<file path="src/rtl/pwm_cmd_pkg.sv">
// Shared definitions for the PWM byte-command controller: command byte
// codes, the error response, the transmit handshake states and the 7-to-8
// bit duty expansion used by the duty-write command.
package pwm_cmd_pkg;

  localparam logic [7:0] CMD_SEL_BASE = 8'h80;
  localparam logic [7:0] CMD_COMMIT   = 8'hFE;
  localparam logic [7:0] CMD_READ     = 8'hFF;
  localparam logic [7:0] RESP_ERR     = 8'h3F;

  typedef enum logic [1:0] {
    TX_IDLE,
    TX_PEND,
    TX_SENT,
    TX_BUSY
  } tx_state_e;

  // Replicating the top payload bit into the LSB maps 0x00->0x00 and
  // 0x7F->0xFF, so both ends of the duty range are reachable.
  function automatic logic [7:0] expand_duty(input logic [6:0] d);
    return {d, d[6]};
  endfunction

endpackage

</file>
<file path="src/rtl/pwm_resp_tx.sv">
// Single-entry response buffer and UART transmit handshake.
// Ports:
//   clk_i, rst_ni   clock, asynchronous active-low reset
//   resp_valid_i    one-cycle strobe: resp_byte_i is a new response
//   resp_byte_i     response byte to queue
//   tx_busy_i       UART transmitter busy
//   tx_start_o      one-cycle strobe: UART should take tx_byte_o
//   tx_byte_o       byte offered to the UART
//   ovr_err_o       sticky: an unlaunched response was overwritten
module pwm_resp_tx
  import pwm_cmd_pkg::*;
(
  input  logic       clk_i,
  input  logic       rst_ni,
  input  logic       resp_valid_i,
  input  logic [7:0] resp_byte_i,
  input  logic       tx_busy_i,
  output logic       tx_start_o,
  output logic [7:0] tx_byte_o,
  output logic       ovr_err_o
);

  tx_state_e  state_q, state_d;
  logic       pend_vld_q, pend_vld_d;
  logic [7:0] pend_byte_q, pend_byte_d;
  logic [7:0] tx_byte_q, tx_byte_d;
  logic       ovr_q, ovr_d;
  logic       sent_wait_q, sent_wait_d;
  logic       launch;

  always_comb begin
    state_d     = state_q;
    pend_vld_d  = pend_vld_q;
    pend_byte_d = pend_byte_q;
    tx_byte_d   = tx_byte_q;
    ovr_d       = ovr_q;
    sent_wait_d = sent_wait_q;
    launch      = (state_q == TX_PEND) && !tx_busy_i;

    unique case (state_q)
      TX_IDLE: if (pend_vld_q) state_d = TX_PEND;
      TX_PEND: begin
        if (launch) begin
          state_d     = TX_SENT;
          tx_byte_d   = pend_byte_q;
          sent_wait_d = 1'b0;
        end
      end
      TX_SENT: begin
        // No busy within two cycles means the UART latched the byte at once.
        if (tx_busy_i)        state_d = TX_BUSY;
        else if (sent_wait_q) state_d = TX_IDLE;
        else                  sent_wait_d = 1'b1;
      end
      TX_BUSY: if (!tx_busy_i) state_d = pend_vld_q ? TX_PEND : TX_IDLE;
      default: state_d = TX_IDLE;
    endcase

    if (launch) pend_vld_d = 1'b0;
    // A response arriving in the launch cycle queues behind the launched
    // byte; otherwise it replaces any unlaunched one.
    if (resp_valid_i) begin
      pend_vld_d  = 1'b1;
      pend_byte_d = resp_byte_i;
      if (pend_vld_q && !launch) ovr_d = 1'b1;
    end
  end

  always_ff @(posedge clk_i or negedge rst_ni) begin
    if (!rst_ni) begin
      state_q     <= TX_IDLE;
      pend_vld_q  <= 1'b0;
      pend_byte_q <= '0;
      tx_byte_q   <= '0;
      ovr_q       <= 1'b0;
      sent_wait_q <= 1'b0;
    end else begin
      state_q     <= state_d;
      pend_vld_q  <= pend_vld_d;
      pend_byte_q <= pend_byte_d;
      tx_byte_q   <= tx_byte_d;
      ovr_q       <= ovr_d;
      sent_wait_q <= sent_wait_d;
    end
  end

  // The pending byte is shown while waiting to launch; from launch until
  // the next launch the latched copy holds it stable for the UART.
  assign tx_start_o = launch;
  assign tx_byte_o  = (state_q == TX_PEND) ? pend_byte_q : tx_byte_q;
  assign ovr_err_o  = ovr_q;

endmodule

</file>
<file path="src/rtl/pwm_cmd_ctrl.sv">
// Byte-command controller between the UART and the PWM channel bank.
// Decodes received bytes into select / duty-write / commit / readback,
// keeps shadow and active duty registers per channel, applies shadow to
// active on a PWM period boundary and returns one response per byte.
// Ports:
//   iCE_CLK, rst_n       clock, asynchronous active-low reset
//   rx_valid, rx_byte    received byte strobe and data
//   period_tick          PWM counter wrap strobe
//   tx_busy              UART transmitter busy
//   tx_start, tx_byte    response handshake to the UART
//   duty_out             active duty values, channel i at [8i+7:8i]
//   update               strobe when active registers load
//   cmd_err, ovr_err     sticky illegal-command / response-overrun flags
module pwm_cmd_ctrl
  import pwm_cmd_pkg::*;
#(
  parameter int unsigned NCHAN  = 4,
  parameter int unsigned DUTY_W = 8
) (
  input  logic                    iCE_CLK,
  input  logic                    rst_n,
  input  logic                    rx_valid,
  input  logic [7:0]              rx_byte,
  input  logic                    period_tick,
  input  logic                    tx_busy,
  output logic                    tx_start,
  output logic [7:0]              tx_byte,
  output logic [NCHAN*DUTY_W-1:0] duty_out,
  output logic                    update,
  output logic                    cmd_err,
  output logic                    ovr_err
);

  localparam int unsigned SEL_W = (NCHAN > 1) ? $clog2(NCHAN) : 1;

  logic [DUTY_W-1:0] shadow_q [NCHAN];
  logic [DUTY_W-1:0] shadow_d [NCHAN];
  logic [DUTY_W-1:0] active_q [NCHAN];
  logic [DUTY_W-1:0] active_d [NCHAN];
  logic [SEL_W-1:0]  sel_q, sel_d;
  logic              commit_pend_q, commit_pend_d;
  logic              update_q;
  logic              cmd_err_q, cmd_err_d;
  logic              apply;
  logic [7:0]        sel_off;
  logic              is_sel;
  logic [7:0]        resp_byte;

  assign sel_off = rx_byte - CMD_SEL_BASE;
  assign is_sel  = rx_byte[7] && (sel_off < 8'(NCHAN));

  always_comb begin
    shadow_d      = shadow_q;
    active_d      = active_q;
    sel_d         = sel_q;
    commit_pend_d = commit_pend_q;
    cmd_err_d     = cmd_err_q;
    resp_byte     = rx_byte;
    apply         = period_tick && commit_pend_q;

    // Apply copies the registered shadow, so a same-cycle duty write lands
    // only in shadow; a same-cycle commit re-arms for the next tick.
    if (apply) begin
      active_d      = shadow_q;
      commit_pend_d = 1'b0;
    end

    if (rx_valid) begin
      if (!rx_byte[7]) begin
        shadow_d[sel_q] = expand_duty(rx_byte[6:0]);
      end else if (is_sel) begin
        sel_d = sel_off[SEL_W-1:0];
      end else if (rx_byte == CMD_COMMIT) begin
        commit_pend_d = 1'b1;
      end else if (rx_byte == CMD_READ) begin
        resp_byte = active_q[sel_q];
      end else begin
        cmd_err_d = 1'b1;
        resp_byte = RESP_ERR;
      end
    end
  end

  always_ff @(posedge iCE_CLK or negedge rst_n) begin
    if (!rst_n) begin
      for (int unsigned i = 0; i < NCHAN; i++) begin
        shadow_q[i] <= '0;
        active_q[i] <= '0;
      end
      sel_q         <= '0;
      commit_pend_q <= 1'b0;
      update_q      <= 1'b0;
      cmd_err_q     <= 1'b0;
    end else begin
      shadow_q      <= shadow_d;
      active_q      <= active_d;
      sel_q         <= sel_d;
      commit_pend_q <= commit_pend_d;
      update_q      <= apply;
      cmd_err_q     <= cmd_err_d;
    end
  end

  always_comb begin
    duty_out = '0;
    for (int unsigned i = 0; i < NCHAN; i++) begin
      duty_out[i*DUTY_W +: DUTY_W] = active_q[i];
    end
  end

  assign update  = update_q;
  assign cmd_err = cmd_err_q;

  pwm_resp_tx u_resp_tx (
    .clk_i       (iCE_CLK),
    .rst_ni      (rst_n),
    .resp_valid_i(rx_valid),
    .resp_byte_i (resp_byte),
    .tx_busy_i   (tx_busy),
    .tx_start_o  (tx_start),
    .tx_byte_o   (tx_byte),
    .ovr_err_o   (ovr_err)
  );

endmodule

</file>
<file path="config.mk">
export PLATFORM = sky130hd
export DESIGN_NAME = pwm_cmd_ctrl
export DESIGN_NICKNAME = d
export VERILOG_FILES = /design/src/rtl/pwm_cmd_pkg.sv /design/src/rtl/pwm_resp_tx.sv /design/src/rtl/pwm_cmd_ctrl.sv
export SDC_FILE = /design/constraint.sdc
export NUM_CORES = 1
export LEC_CHECK = 0
export BUFFER_PORTS_ARGS = -buffer_cell sky130_fd_sc_hd__buf_2
export CAP_MARGIN = 20
export CORE_MARGIN = 4
export CORE_UTILIZATION = 55
export CTS_CLUSTER_DIAMETER = 120
export DETAILED_ROUTE_END_ITERATION = 8
export GPL_TIMING_DRIVEN = 0
export HOLD_SLACK_MARGIN = 0.06
export PLACE_DENSITY = 0.8
export SLEW_MARGIN = 20
export SYNTH_ARGS = -nofsm -noshare
export SYNTH_HDL_FRONTEND = slang
export SYNTH_HIERARCHICAL = 1
export SYNTH_SLANG_ARGS = --single-unit
export TNS_END_PERCENT = 20
</file>
<file path="constraint.sdc">
create_clock -name iCE_CLK -period 4.2 [get_ports iCE_CLK]
set_input_delay 0.21 -clock iCE_CLK [delete_from_list [all_inputs] [get_ports iCE_CLK]]
set_output_delay 0.21 -clock iCE_CLK [all_outputs]
set_load 0.02 [all_outputs]
</file>
* Word-level counts from Yosys, hierarchy flattened
Index checks and enable logic that the tools add are counted.
Word-level totals: flip-flop bits (word level) 90, input port bits 13, output and inout port bits 44, word-level logic and storage cells 81
Cells by class: add/sub/neg operators 1, order comparisons 3, equal/unequal tests 10, multiplexer cells 27, bitwise operators 5, reductions and logical operators 17
Operators with widths (count):
- $mux W8 | 8
- $bwmux W32 | 1
- $bmux W8 S2 | 1
- $demux W8 S2 | 1
- $eq A8 B8 Y1 const B | 2
- $mux W2 | 5
- $mux W1 | 9
- $lt A8 B3 Y1 const B | 1
- $pmux W2 S4 | 1
- $sub A8 B8 Y8 const B | 1
- $ne A2 B2 Y1 const B | 3
- $reduce_and A2 Y1 | 3
- $reduce_and A3 Y1 | 2
- $logic_and A1 B1 Y1 | 5
- $reduce_and A5 Y1 | 1
- $eq A2 B2 Y1 const B | 2
- $not A1 Y1 | 4
- $reduce_and A4 Y1 | 1
- $reduce_bool A2 Y1 | 2
- $ge A3 B3 Y1 const B | 1
- $lt A3 B1 Y1 const B | 1
- $ne A3 B2 Y1 const B | 1
- $not A2 Y3 | 1
- $eq A2 B1 Y1 const B | 1
- other kinds (4) | 5

* Longest topological paths before layout
depth after elaboration 8, mapped depth 5, gate-level depth less buffers 4

* Cells and area by module
The synthesis kept the hierarchy.
By module, submodules not included:
- pwm_cmd_ctrl | instances 1, cells an instance 178, area an instance 2693.8 um^2
- pwm_resp_tx | instances 1, cells an instance 61, area an instance 944.7 um^2

* Worst setup path after synthesis
Ideal clock, no wire load.
path kind register -> register, from register sel_q[0], to register u_resp_tx.pend_byte_q[3], setup time 125 ps, arrival 1837 ps, required time 4075 ps, path slack 2239 ps, stages on the path, launching flop included 6, path buffers 1, clock period less this slack 1961 ps, cell sequence dfrtp_1 buf_6 mux4_2 or4_1 a22o_1 mux2_2
On the way: longest elaborated chain between the ends 8
RTL lines:
- start: declaration | line pwm_cmd_ctrl.sv:40 | logic [SEL_W-1:0] sel_q, sel_d;
- start signal: assignment | line pwm_cmd_ctrl.sv:97 | sel_q <= sel_d;
- $not A2 Y3 (implied by the code) | line pwm_cmd_ctrl.sv:76 | resp_byte = active_q[sel_q];
- $bmux W8 S2 | line pwm_cmd_ctrl.sv:76
- $mux W8 (implied by the code) (2 in a row) | line pwm_cmd_ctrl.sv:76
- $mux W8 | line pwm_cmd_ctrl.sv:75 | end else if (rx_byte == CMD_READ) begin
- $mux W8 | line pwm_cmd_ctrl.sv:73 | end else if (rx_byte == CMD_COMMIT) begin
- $mux W8 | line pwm_cmd_ctrl.sv:71 | end else if (is_sel) begin
- $mux W8 | line pwm_cmd_ctrl.sv:69 | if (!rx_byte[7]) begin
- net resp_byte[3] | line pwm_cmd_ctrl.sv:47 | logic [7:0] resp_byte;
- end signal: assignment | line pwm_resp_tx.sv:80 | pend_byte_q <= pend_byte_d;
- end: declaration | line pwm_resp_tx.sv:25 | logic [7:0] pend_byte_q, pend_byte_d;
The timed path passes the listed nets, and every way through them passes these cells. The select of a mux whose other input is x is not followed. A chain may end at the register's enable or synchronous reset.

* Worst setup path in the final report
from register sel_q[0], to register u_resp_tx.pend_byte_q[4]
Same word-level chain as after synthesis.

==> reports/qor.yml <==
maxCapViolations: 0
ys.flop_type: "dfrtp_1"
synth.distinct_cells: 41
die-area_sq_um: 7980
endpoint_kind: "flop"
grt_pass1_vias: 2215
drt-initial-drc-count: 152
p_leak_nw: 2.14
vdd_drop_max_mv: 0.388
sw_frac_of_total: 0.283
grt_max_degree: 43
vias: 2235
internal_power_mw: 1.52
status: "completed"
min_to: "commit_pend_q"
max_freq_ghz: 0.462
finalCriticalPeriod_ps: 2170
synth_edf_count: 0
critPathArrivalTime_ps: 2400
ys_async_sr_fraction: 1.00
antennaDiodeCount: 0
cts_tree: "yes"
layout_common_cells: "82 x dfrtp_1, 72 x mux2_2, 57 x buf_2"
p_switching_mw: 0.600
numClockSinks: 82
skew_ps: 10.6
clockPowerShare: 0.293
yosysWarnings: 6
worst_ep_required_time_ps: 4430
clock_path_buffers: 2
start_util: 0.570
synth_seq_cells: 82
final_core_util: 0.668
routed_wl_um: 7370
clock_latency_ps: 350
wire_per_inst_um: 18.9
htreeDepth: 3
startpoint_type: "flop"
first_pass_iters: 4
use_met2: 0.295
busiest_layer: "met2"
grt_antenna_before_repair: 0
syn-num-nets: 252
hpwl_um: 5060
p_comb_frac: 0.238
layout.nets: 320
cts_resized: 0
cts.reportedPaths.clkPinSlew_ps: 80
tightest_slew_ps: 1130
r2r-start: "sel_q[0]"
drtAntennaViolNets: 0
synth_area_per_cell_sq_um: 15.2
cts_inserted_buffers: 9
grt_usage: 0.196
final_common_cell: "dfrtp_1"
grt_overflow: 0
drc: 0
die_h_um: 89.3
whs_path_depth: 2
core_sq_um: 6390
met1_usage: 0.279
hold_violations: 0
clockRootBuffer: "clkbuf_8"
powerDensity_nw_per_um2: 496
rr_worst_depth: 5
period_share: 0.516
slew_headroom: 0.242
drive_gt1_frac: 0.542
power_frac_seq: 0.469
crit_type: "reg2reg"
setup_violations: 0
synth_area_sq_um: 3640
crit_fanout: 10
reg2reg_slack_ps: 2030
area_delta_synth_final_pct: 17.3
rows: 29
die_x_um: 89.3
ys_seq_area_frac: 0.564
hold_start: "period_tick"
grt_pass1_wl_um: 11500
use_met3: 0.0498
ios: 57
hold_class: "in2reg"
rsz0062_at_grt: "false"
timing.rr.end: "u_resp_tx/pend_byte_q[4]"
place.gp.congestion: 0.834
netlist_instances: 239
io_buffers: 55
fillers: 471
avgViaCountPerCell: 5.75
finalPower_mw: 2.12
final.setup.tns_ps: 0
post_cts.repair.setup_buffers: 0
slew_violations: 0
[routing by layer]
layer | vias to the layer above | part of all wire | wire, um
met3 | 15 | 0.053 | 392
met2 | 67 | 0.46 | 3390
met5 | - | 0 | 0
met4 | 0 | 0.021 | 156
li1 | 1029 | - | -
met1 | 1124 | 0.46 | 3420
[kinds of logic after synthesis]
kind of cell	share of synthesized area
multiplexers	0.306
flip-flops	0.564
AND/OR/NAND/NOR	0.0499
AO/OA/AOI/OAI	0.0492
buffers and inverters	0.0309
[critical path: stages, from the launching register on]
cell     delay (ps)
dfrtp_1         440
buf_6           190
mux4_2          520
or4_1           400
a22o_1          230
mux2_2          270
[sequential cells by signal, summed over array words and instances (netlist names)]
signal                 count
shadow_q                  28
u_resp_tx/state_q          2
u_resp_tx/sent_wait_q      1
u_resp_tx/pend_byte_q      8
commit_pend_q              1
u_resp_tx/tx_byte_q        8
duty_out                  28
u_resp_tx/pend_vld_q       1
update                     1
u_resp_tx/ovr_err_o        1
sel_q                      2
cmd_err                    1
[area by class of cell]
class                   count  area, sq um  area share
clock buffers              10          128      0.0299
plain buffers              13         86.3      0.0202
multi-input cells         137         1480       0.347
flip-flops and latches     82         2050       0.481
clock inverters             6         90.1      0.0211
well taps                  77         96.3      0.0226
inverters                   7         26.3     0.00615
repair buffers             57          308      0.0721
[cell usage after synthesis, types with 2 or more instances]
master,number,area [sq um]
a211oi_1,2,15.0
a21o_1,3,22.5
a21oi_1,2,10.0
a22o_1,5,43.8
buf_2,3,15.0
buf_4,5,37.5
buf_6,2,22.5
clkbuf_1,2,7.51
dfrtp_1,82,2050
inv_1,6,22.5
mux2_2,72,811
mux2_4,7,105
mux4_1,5,131
mux4_2,2,45.0
nand2_1,6,22.5
nand4_1,2,12.5
nor2_1,2,7.51
nor4b_2,2,30.0
o21ai_0,2,10.0
o21bai_1,2,15.0
or2b_1,2,15.0
or4_1,4,30.0
[stage by stage]
step                instance area, sq um  setup WS [ps]  hold WS (ps)  cells
finish                              4270           2030          77.1    389
global route                        4270           1920          66.7    389
CTS                                 4260           2020          61.3    389
detailed placement                  4030           2070           227    372
global placement                    4010           2100           426    371
floorplan                           3640           2240         -85.6    239
[what timing repair did]
item                                    in CTS  in global routing
hold buffers                                 1                  0
endpoints found under the hold margin       41                  0
endpoints found under the setup margin       0                  0
[worst max path at each step]
stage | startpoint | to | slack, ps | cells past startpoint
after floorplan | sel_q[0] | u_resp_tx/pend_byte_q[3] | 2240 | 5
after global placement | sel_q[0] | u_resp_tx/pend_byte_q[4] | 2100 | 5
after detailed placement | sel_q[0] | u_resp_tx/pend_byte_q[4] | 2070 | 5
after CTS | sel_q[0] | u_resp_tx/pend_byte_q[4] | 2020 | 5
after global routing | sel_q[0] | u_resp_tx/pend_byte_q[7] | 1920 | 5
final | sel_q[0] | u_resp_tx/pend_byte_q[4] | 2030 | 5
[power by group through the flow]
stage / registers [mW] / clock network [mW] / logic, mW
2_1_floorplan: 0.988 / 0 / 0.374
3_3_place_gp: 0.995 / 0 / 0.489
3_5_place_dp: 1.01 / 0 / 0.502
4_1_cts: 0.991 / 0.633 / 0.509
5_1_grt: 1.01 / 0.670 / 0.545
6_report: 0.992 / 0.621 / 0.503
Note: power is estimated with default switching activity, not from simulation.
